--- config.mk ---
export PLATFORM = sky130hd
export DESIGN_NAME = fetch_flat
export DESIGN_NICKNAME = d
export VERILOG_FILES = /design/src/rtl/fetch_pkg.sv /design/src/rtl/fetch_if.sv /design/src/rtl/fetch.sv /design/src/flat_wrapper.sv
export SDC_FILE = /design/constraint.sdc
export NUM_CORES = 1
export LEC_CHECK = 0
export BUFFER_PORTS_ARGS = -buffer_cell sky130_fd_sc_hd__buf_2
export CORE_ASPECT_RATIO = 0.9
export CORE_MARGIN = 2
export CORE_UTILIZATION = 44
export CTS_CLUSTER_SIZE = 8
export DETAILED_ROUTE_END_ITERATION = 16
export PLACE_DENSITY_LB_ADDON = 0.15
export SLEW_MARGIN = 15
export SYNTH_ARGS = -nofsm -noshare
export SYNTH_HDL_FRONTEND = slang
export SYNTH_SLANG_ARGS = --single-unit
--- constraint.sdc ---
create_clock -name i_clk -period 1.8 [get_ports i_clk]
set_input_delay 0.09 -clock i_clk [delete_from_list [all_inputs] [get_ports i_clk]]
set_output_delay 0.09 -clock i_clk [all_outputs]
set_load 0.02 [all_outputs]
--- src/rtl/fetch_pkg.sv ---
// Shared CPU definitions for the instruction fetch unit.
package fetch_pkg;

  typedef enum logic [2:0] {
    ST_VEC_LO = 3'd0,
    ST_VEC_HI = 3'd1,
    ST_FETCH  = 3'd2,
    ST_EXEC   = 3'd3,
    ST_JAM    = 3'd4
  } fetch_state_t;

  localparam logic [15:0] RESET_VEC_LO = 16'hFFFC;
  localparam logic [15:0] RESET_VEC_HI = 16'hFFFD;
  localparam logic [7:0]  IR_RESET     = 8'hEA;

endpackage

--- src/rtl/fetch_if.sv ---
// Memory bus and sequencer handshake between the fetch unit and its neighbours.
interface fetch_if;

  // memory side
  logic        i_ready;
  logic [7:0]  i_data;
  logic [15:0] o_addr;
  logic        o_rd;
  logic        o_sync;

  // decoder / sequencer side
  logic [7:0]  o_opcode;
  logic        o_opcode_valid;
  logic [15:0] o_pc;
  logic [7:0]  o_operand;
  logic        i_pc_inc;
  logic        i_pc_load;
  logic [15:0] i_pc_new;
  logic        i_ex_bus;
  logic [15:0] i_ex_addr;
  logic        i_done;
  logic        i_jam;

  modport master (
    input  i_ready, i_data, i_pc_inc, i_pc_load, i_pc_new,
           i_ex_bus, i_ex_addr, i_done, i_jam,
    output o_addr, o_rd, o_sync, o_opcode, o_opcode_valid, o_pc, o_operand
  );

  modport slave (
    output i_ready, i_data, i_pc_inc, i_pc_load, i_pc_new,
           i_ex_bus, i_ex_addr, i_done, i_jam,
    input  o_addr, o_rd, o_sync, o_opcode, o_opcode_valid, o_pc, o_operand
  );

endinterface

--- src/rtl/fetch.sv ---
// Instruction fetch unit: reset-vector load, opcode fetch, PC/operand tracking.
//
// state     | meaning
// ----------+-----------------------------------------------------
// ST_VEC_LO | reading low byte of reset vector at 0xFFFC
// ST_VEC_HI | reading high byte at 0xFFFD, PC loaded from vector
// ST_FETCH  | opcode fetch at PC (o_sync high)
// ST_EXEC   | sequencer executes; may consume bytes, jump, own bus
// ST_JAM    | halted on illegal opcode until reset
module fetch
  import fetch_pkg::*;
(
  input  logic     i_clk,
  input  logic     i_rst,
  fetch_if.master  bus
);

  fetch_state_t state_q, state_d;
  logic [15:0]  pc_q, pc_d;
  logic [7:0]   ir_q, ir_d;
  logic [7:0]   vec_lo_q, vec_lo_d;
  logic [7:0]   operand_q, operand_d;
  logic         opv_q, opv_d;

  // All registered state; i_ready low freezes everything.
  always_ff @(posedge i_clk or posedge i_rst) begin
    if (i_rst) begin
      state_q   <= ST_VEC_LO;
      pc_q      <= 16'h0000;
      ir_q      <= IR_RESET;
      vec_lo_q  <= 8'h00;
      operand_q <= 8'h00;
      opv_q     <= 1'b0;
    end else if (bus.i_ready) begin
      state_q   <= state_d;
      pc_q      <= pc_d;
      ir_q      <= ir_d;
      vec_lo_q  <= vec_lo_d;
      operand_q <= operand_d;
      opv_q     <= opv_d;
    end
  end

  // Next-state and datapath updates; sequencer inputs only matter in EXEC.
  always_comb begin
    state_d   = state_q;
    pc_d      = pc_q;
    ir_d      = ir_q;
    vec_lo_d  = vec_lo_q;
    operand_d = operand_q;
    opv_d     = 1'b0;
    case (state_q)
      ST_VEC_LO: begin
        vec_lo_d = bus.i_data;
        state_d  = ST_VEC_HI;
      end
      ST_VEC_HI: begin
        pc_d    = {bus.i_data, vec_lo_q};
        state_d = ST_FETCH;
      end
      ST_FETCH: begin
        ir_d    = bus.i_data;
        pc_d    = pc_q + 16'd1;
        opv_d   = 1'b1;
        state_d = ST_EXEC;
      end
      ST_EXEC: begin
        // operand capture is independent of a same-cycle jump
        if (bus.i_pc_inc) operand_d = bus.i_data;
        if (bus.i_pc_load)     pc_d = bus.i_pc_new;
        else if (bus.i_pc_inc) pc_d = pc_q + 16'd1;
        if (bus.i_jam)       state_d = ST_JAM;
        else if (bus.i_done) state_d = ST_FETCH;
      end
      ST_JAM: state_d = ST_JAM;
      default: state_d = ST_VEC_LO;
    endcase
  end

  // Address mux and status outputs.
  always_comb begin
    case (state_q)
      ST_VEC_LO: bus.o_addr = RESET_VEC_LO;
      ST_VEC_HI: bus.o_addr = RESET_VEC_HI;
      ST_EXEC:   bus.o_addr = bus.i_ex_bus ? bus.i_ex_addr : pc_q;
      default:   bus.o_addr = pc_q;
    endcase
  end

  assign bus.o_rd           = 1'b1;
  assign bus.o_sync         = (state_q == ST_FETCH);
  assign bus.o_opcode       = ir_q;
  assign bus.o_opcode_valid = opv_q;
  assign bus.o_pc           = pc_q;
  assign bus.o_operand      = operand_q;

endmodule

--- src/flat_wrapper.sv ---
// flat-port wrapper written by rule: the top's interface ports become plain ports
module fetch_flat import fetch_pkg::*;
  (i_clk, i_rst, bus_i_ready, bus_i_data, bus_i_pc_inc, bus_i_pc_load, bus_i_pc_new, bus_i_ex_bus, bus_i_ex_addr, bus_i_done, bus_i_jam, bus_o_addr, bus_o_rd, bus_o_sync, bus_o_opcode, bus_o_opcode_valid, bus_o_pc, bus_o_operand);
  fetch_if bus_i ();
  input  logic i_clk;
  input  logic i_rst;
  input wire logic [$bits(bus_i.i_ready)-1:0] bus_i_ready;
  input wire logic [$bits(bus_i.i_data)-1:0] bus_i_data;
  input wire logic [$bits(bus_i.i_pc_inc)-1:0] bus_i_pc_inc;
  input wire logic [$bits(bus_i.i_pc_load)-1:0] bus_i_pc_load;
  input wire logic [$bits(bus_i.i_pc_new)-1:0] bus_i_pc_new;
  input wire logic [$bits(bus_i.i_ex_bus)-1:0] bus_i_ex_bus;
  input wire logic [$bits(bus_i.i_ex_addr)-1:0] bus_i_ex_addr;
  input wire logic [$bits(bus_i.i_done)-1:0] bus_i_done;
  input wire logic [$bits(bus_i.i_jam)-1:0] bus_i_jam;
  output wire logic [$bits(bus_i.o_addr)-1:0] bus_o_addr;
  output wire logic [$bits(bus_i.o_rd)-1:0] bus_o_rd;
  output wire logic [$bits(bus_i.o_sync)-1:0] bus_o_sync;
  output wire logic [$bits(bus_i.o_opcode)-1:0] bus_o_opcode;
  output wire logic [$bits(bus_i.o_opcode_valid)-1:0] bus_o_opcode_valid;
  output wire logic [$bits(bus_i.o_pc)-1:0] bus_o_pc;
  output wire logic [$bits(bus_i.o_operand)-1:0] bus_o_operand;
  assign bus_i.i_ready = bus_i_ready;
  assign bus_i.i_data = bus_i_data;
  assign bus_i.i_pc_inc = bus_i_pc_inc;
  assign bus_i.i_pc_load = bus_i_pc_load;
  assign bus_i.i_pc_new = bus_i_pc_new;
  assign bus_i.i_ex_bus = bus_i_ex_bus;
  assign bus_i.i_ex_addr = bus_i_ex_addr;
  assign bus_i.i_done = bus_i_done;
  assign bus_i.i_jam = bus_i_jam;
  assign bus_o_addr = bus_i.o_addr;
  assign bus_o_rd = bus_i.o_rd;
  assign bus_o_sync = bus_i.o_sync;
  assign bus_o_opcode = bus_i.o_opcode;
  assign bus_o_opcode_valid = bus_i.o_opcode_valid;
  assign bus_o_pc = bus_i.o_pc;
  assign bus_o_operand = bus_i.o_operand;
  fetch u_core (.i_clk(i_clk), .i_rst(i_rst), .bus(bus_i));
endmodule
==> metrics <==
status=completed; first-pass GRT wire length=12500 um; initial antenna violation count=0; post-synthesis compound-gate area fraction=0.175; Pwr Total=7.12 mW; Post-synth top flop=dfrtp_1; RePlAce Congestion=0.900; vias in the first global route=2442; #FFs+latches synth=44; Critical Path Max Stage Delay=530 ps; row count=26; Die ar.=0.00640 sq mm; initial drt markers=282; Die X-Extent=84.1 um; worst slew pin tran=856 ps; top cell type's share of synthesized area=0.384; share of layout cells above drive strength 1=0.492; Hold WC Path Type=input port to flip-flop; Synth Cell Area=0.00254 sq mm; Distinct cells, synth=53; CTS Sinks=44; H-tree depth=2; Non-Filler Instances=458; Max Clock Freq=562 MHz; Initial Utilization=0.451; PortBufs=97; pwr dens=2050 mW/mm^2; Detailed Routing Iterations Pass 1=7; Critical Path Source Type=flip-flop; Period Utilization, post-route=0.988; Num CTS Buffers=5; grt ovf=0; Core Box Area=0.00563 sq mm; CTS tree=built; Cells after DPL=447; register area share after synthesis=0.436; clock tree buffer depth=2; I/O Pins=99; pins over their slew limit=0; max-cap viol count=0; leading area contributor after synthesis=dfrtp_1; largest net degree at the start of global routing=24; RR Startpoint=u_core.bus.o_pc[1]; # fillers=485; Slew HR=0.426; simple-gate area share of the yosys netlist=0.223; die height=76.1 um; synthesis-to-finish area growth=36.9%; post-synthesis adder-cell area fraction=0.00493; RSZ-0062 raised after global routing=true; final hold vios=0; post-route cell area=0.00348 sq mm; NumNets Final=436; crit-path cells=ha_4 > nand3_2 > or4_4 > or4_1 > nand3_1; CP Max Fanout=6; Worst setup EP type=flip-flop; Tmin final=1780 ps; Leakage=1.61 nW; number of synthesized flops with an enable pin=0; Clock Skew=5.26 ps; mux contribution to synthesized area=0.111; Req. time, crit path=2040 ps; # setup viols final=0; Area after DPL=0.00332 sq mm; combinational family with the most area after synthesis=simple AND/OR/NAND/NOR gates; DRC=0; wire per inst=16.3 um; Mapped Nets=318; dpl ws=47.0 ps; final worst setup slack=21.4 ps; Crit. Startpoint=u_core.bus.o_pc[1]; Min-Delay Startpoint=bus_i_jam; Post-Synth XOR/XNOR Area=0; clock slew at the register clock pins of the worst setup and hold paths=80 ps; crit path max-delay cell type=or4_4; Final Util=0.618; HPWL after detailed placement=5630 um; Routed Antenna Nets=0; synth top area cells=dfrtp_1, mux2_2, nand2_1; GRT Util Overall=0.242; clk root buf=clkbuf_8; worst skew pair latency=300 ps; Inserted Diodes=0; post-synthesis cell count=269; vias per cell=5.62; Synth Warn #=0; Peak VDD IR=0.000993 V; Mapped Avg Cell Area=9.44 sq um; Via Count=2573; FFs w/ async S/R, synth=1.00; total wire length=7450 um; crit path DAT=2020 ps; crit path kind=flip-flop to flip-flop
[path summary, 6_finish.rpt]
kind / end / slack (ps) / cells after the start
min: u_core.state_q[2] / 60 / 3
max reg2reg: u_core.bus.o_pc[14] / 20 / 5
min reg2reg: u_core.bus.o_opcode[4] / 510 / 1
max in group asynchronous: u_core.bus.o_pc[3] / 850 / 4
max: u_core.bus.o_pc[14] / 20 / 5
min in group asynchronous: u_core.bus.o_operand[4] / 400 / 3
[cell usage after synthesis, types with 2 or more instances]
master,count
nand2_1,41
dfrtp_1,39
mux2_2,25
nand3_1,16
clkbuf_1,15
nor2_1,10
nor3_1,10
o21ai_0,10
inv_1,9
a21oi_1,7
o2bb2ai_1,7
a222oi_1,6
a22o_1,6
buf_2,5
dfstp_2,5
o22ai_1,5
a31oi_1,4
nand4_1,4
nor4_1,4
o211ai_1,4
a21boi_0,2
nand4b_1,2
nor3b_1,2
or4_1,2
[per-layer routing]
metal,vias to the layer above,share of wire,GRT usage,wire length (um)
li1,1234,-,-,-
met1,1197,0.46,0.365,3440
met2,136,0.44,0.351,3250
met3,6,0.092,0.0618,686
met4,0,0.0098,0.0548,73
met5,-,0,0,0
[registers in the layout (all words and copies together) (netlist names)]
signal                     count
u_core.bus.o_opcode            8
u_core.bus.o_operand           8
u_core.bus.o_pc               16
u_core.state_q                 3
u_core.bus.o_opcode_valid      1
u_core.vec_lo_q                8
[area by class of cell]
cell class	count	area (sq um)	area share
well taps	70	87.6	0.0252
inverters	9	33.8	0.00971
multi-input cells	195	1340	0.386
repair buffers	132	776	0.223
clock buffers	6	82.6	0.0237
clock inverters	2	38.8	0.0112
flip-flops and latches	44	1120	0.321
[worst max-delay path: cells and delay by family, from the launching register on]
| family | cells | cell delay [ps] |
|---|---|---|
| flip-flops | 1 | 450 |
| adder cells (fa/ha/maj) | 1 | 170 |
| AND/OR/NAND/NOR | 4 | 1100 |
[stage by stage]
stage / TNS (ps) / hold WS, ps
final: 0 / 56.9
after global routing: -60.4 / 74.6
after CTS: 0 / 50.5
after detailed placement: 0 / 190
after global placement: 0 / 198
after floorplan: -8.16 / 235
[repair_timing]
item | 4_1_cts | 5_1_grt
cloned | 0 | 0
endpoints found under the setup margin | 1 | 11
setup buffers | 2 | 0
hold endpoints to repair | 17 | 0
hold buffers | 1 | 0
gates resized for setup | 0 | 5
pin swaps | 0 | 1
[power breakdown]
part / switching [mW] / total, mW / internal [mW]
Combinational: 2.48 / 4.32 / 1.84
Sequential: 0.451 / 1.99 / 1.54
Clock: 0.353 / 0.807 / 0.454
Total: 3.29 / 7.12 / 3.83
[kinds of logic (layout without fill, tap and decap cells)]
group,count (synthesis),after routing
buffers and inverters,30,149
DFF,44,44
adders and majority gates,1,1
and+or+nand+nor,107,107
muxes,25,25
AOI/OAI and AO/OA,61,61
other,1,1
[placed cells by master, fill, tap and decap left out, types with 2 or more instances in the layout]
master	netlist	layout
nor3_1	10	10
nand2_1	41	41
o211ai_1	4	4
clkbuf_8	0	6
or4_4	1	2
buf_2	5	97
o22ai_1	5	5
a21boi_0	2	2
a222oi_1	6	6
buf_12	0	2
a31oi_1	4	4
buf_4	1	32
dfrtp_2	0	8
mux2_2	25	25
nand4b_1	2	2
nor2_1	10	10
inv_1	9	8
nor4_1	4	3
dfrtp_1	39	31
a21oi_1	7	7
a22o_1	6	6
nand4_1	4	4
dfstp_2	5	5
nand3_1	16	15
o21ai_0	10	10
o2bb2ai_1	7	7
nor3b_1	2	2
No activity file was read; power rests on OpenSTA's default activity.
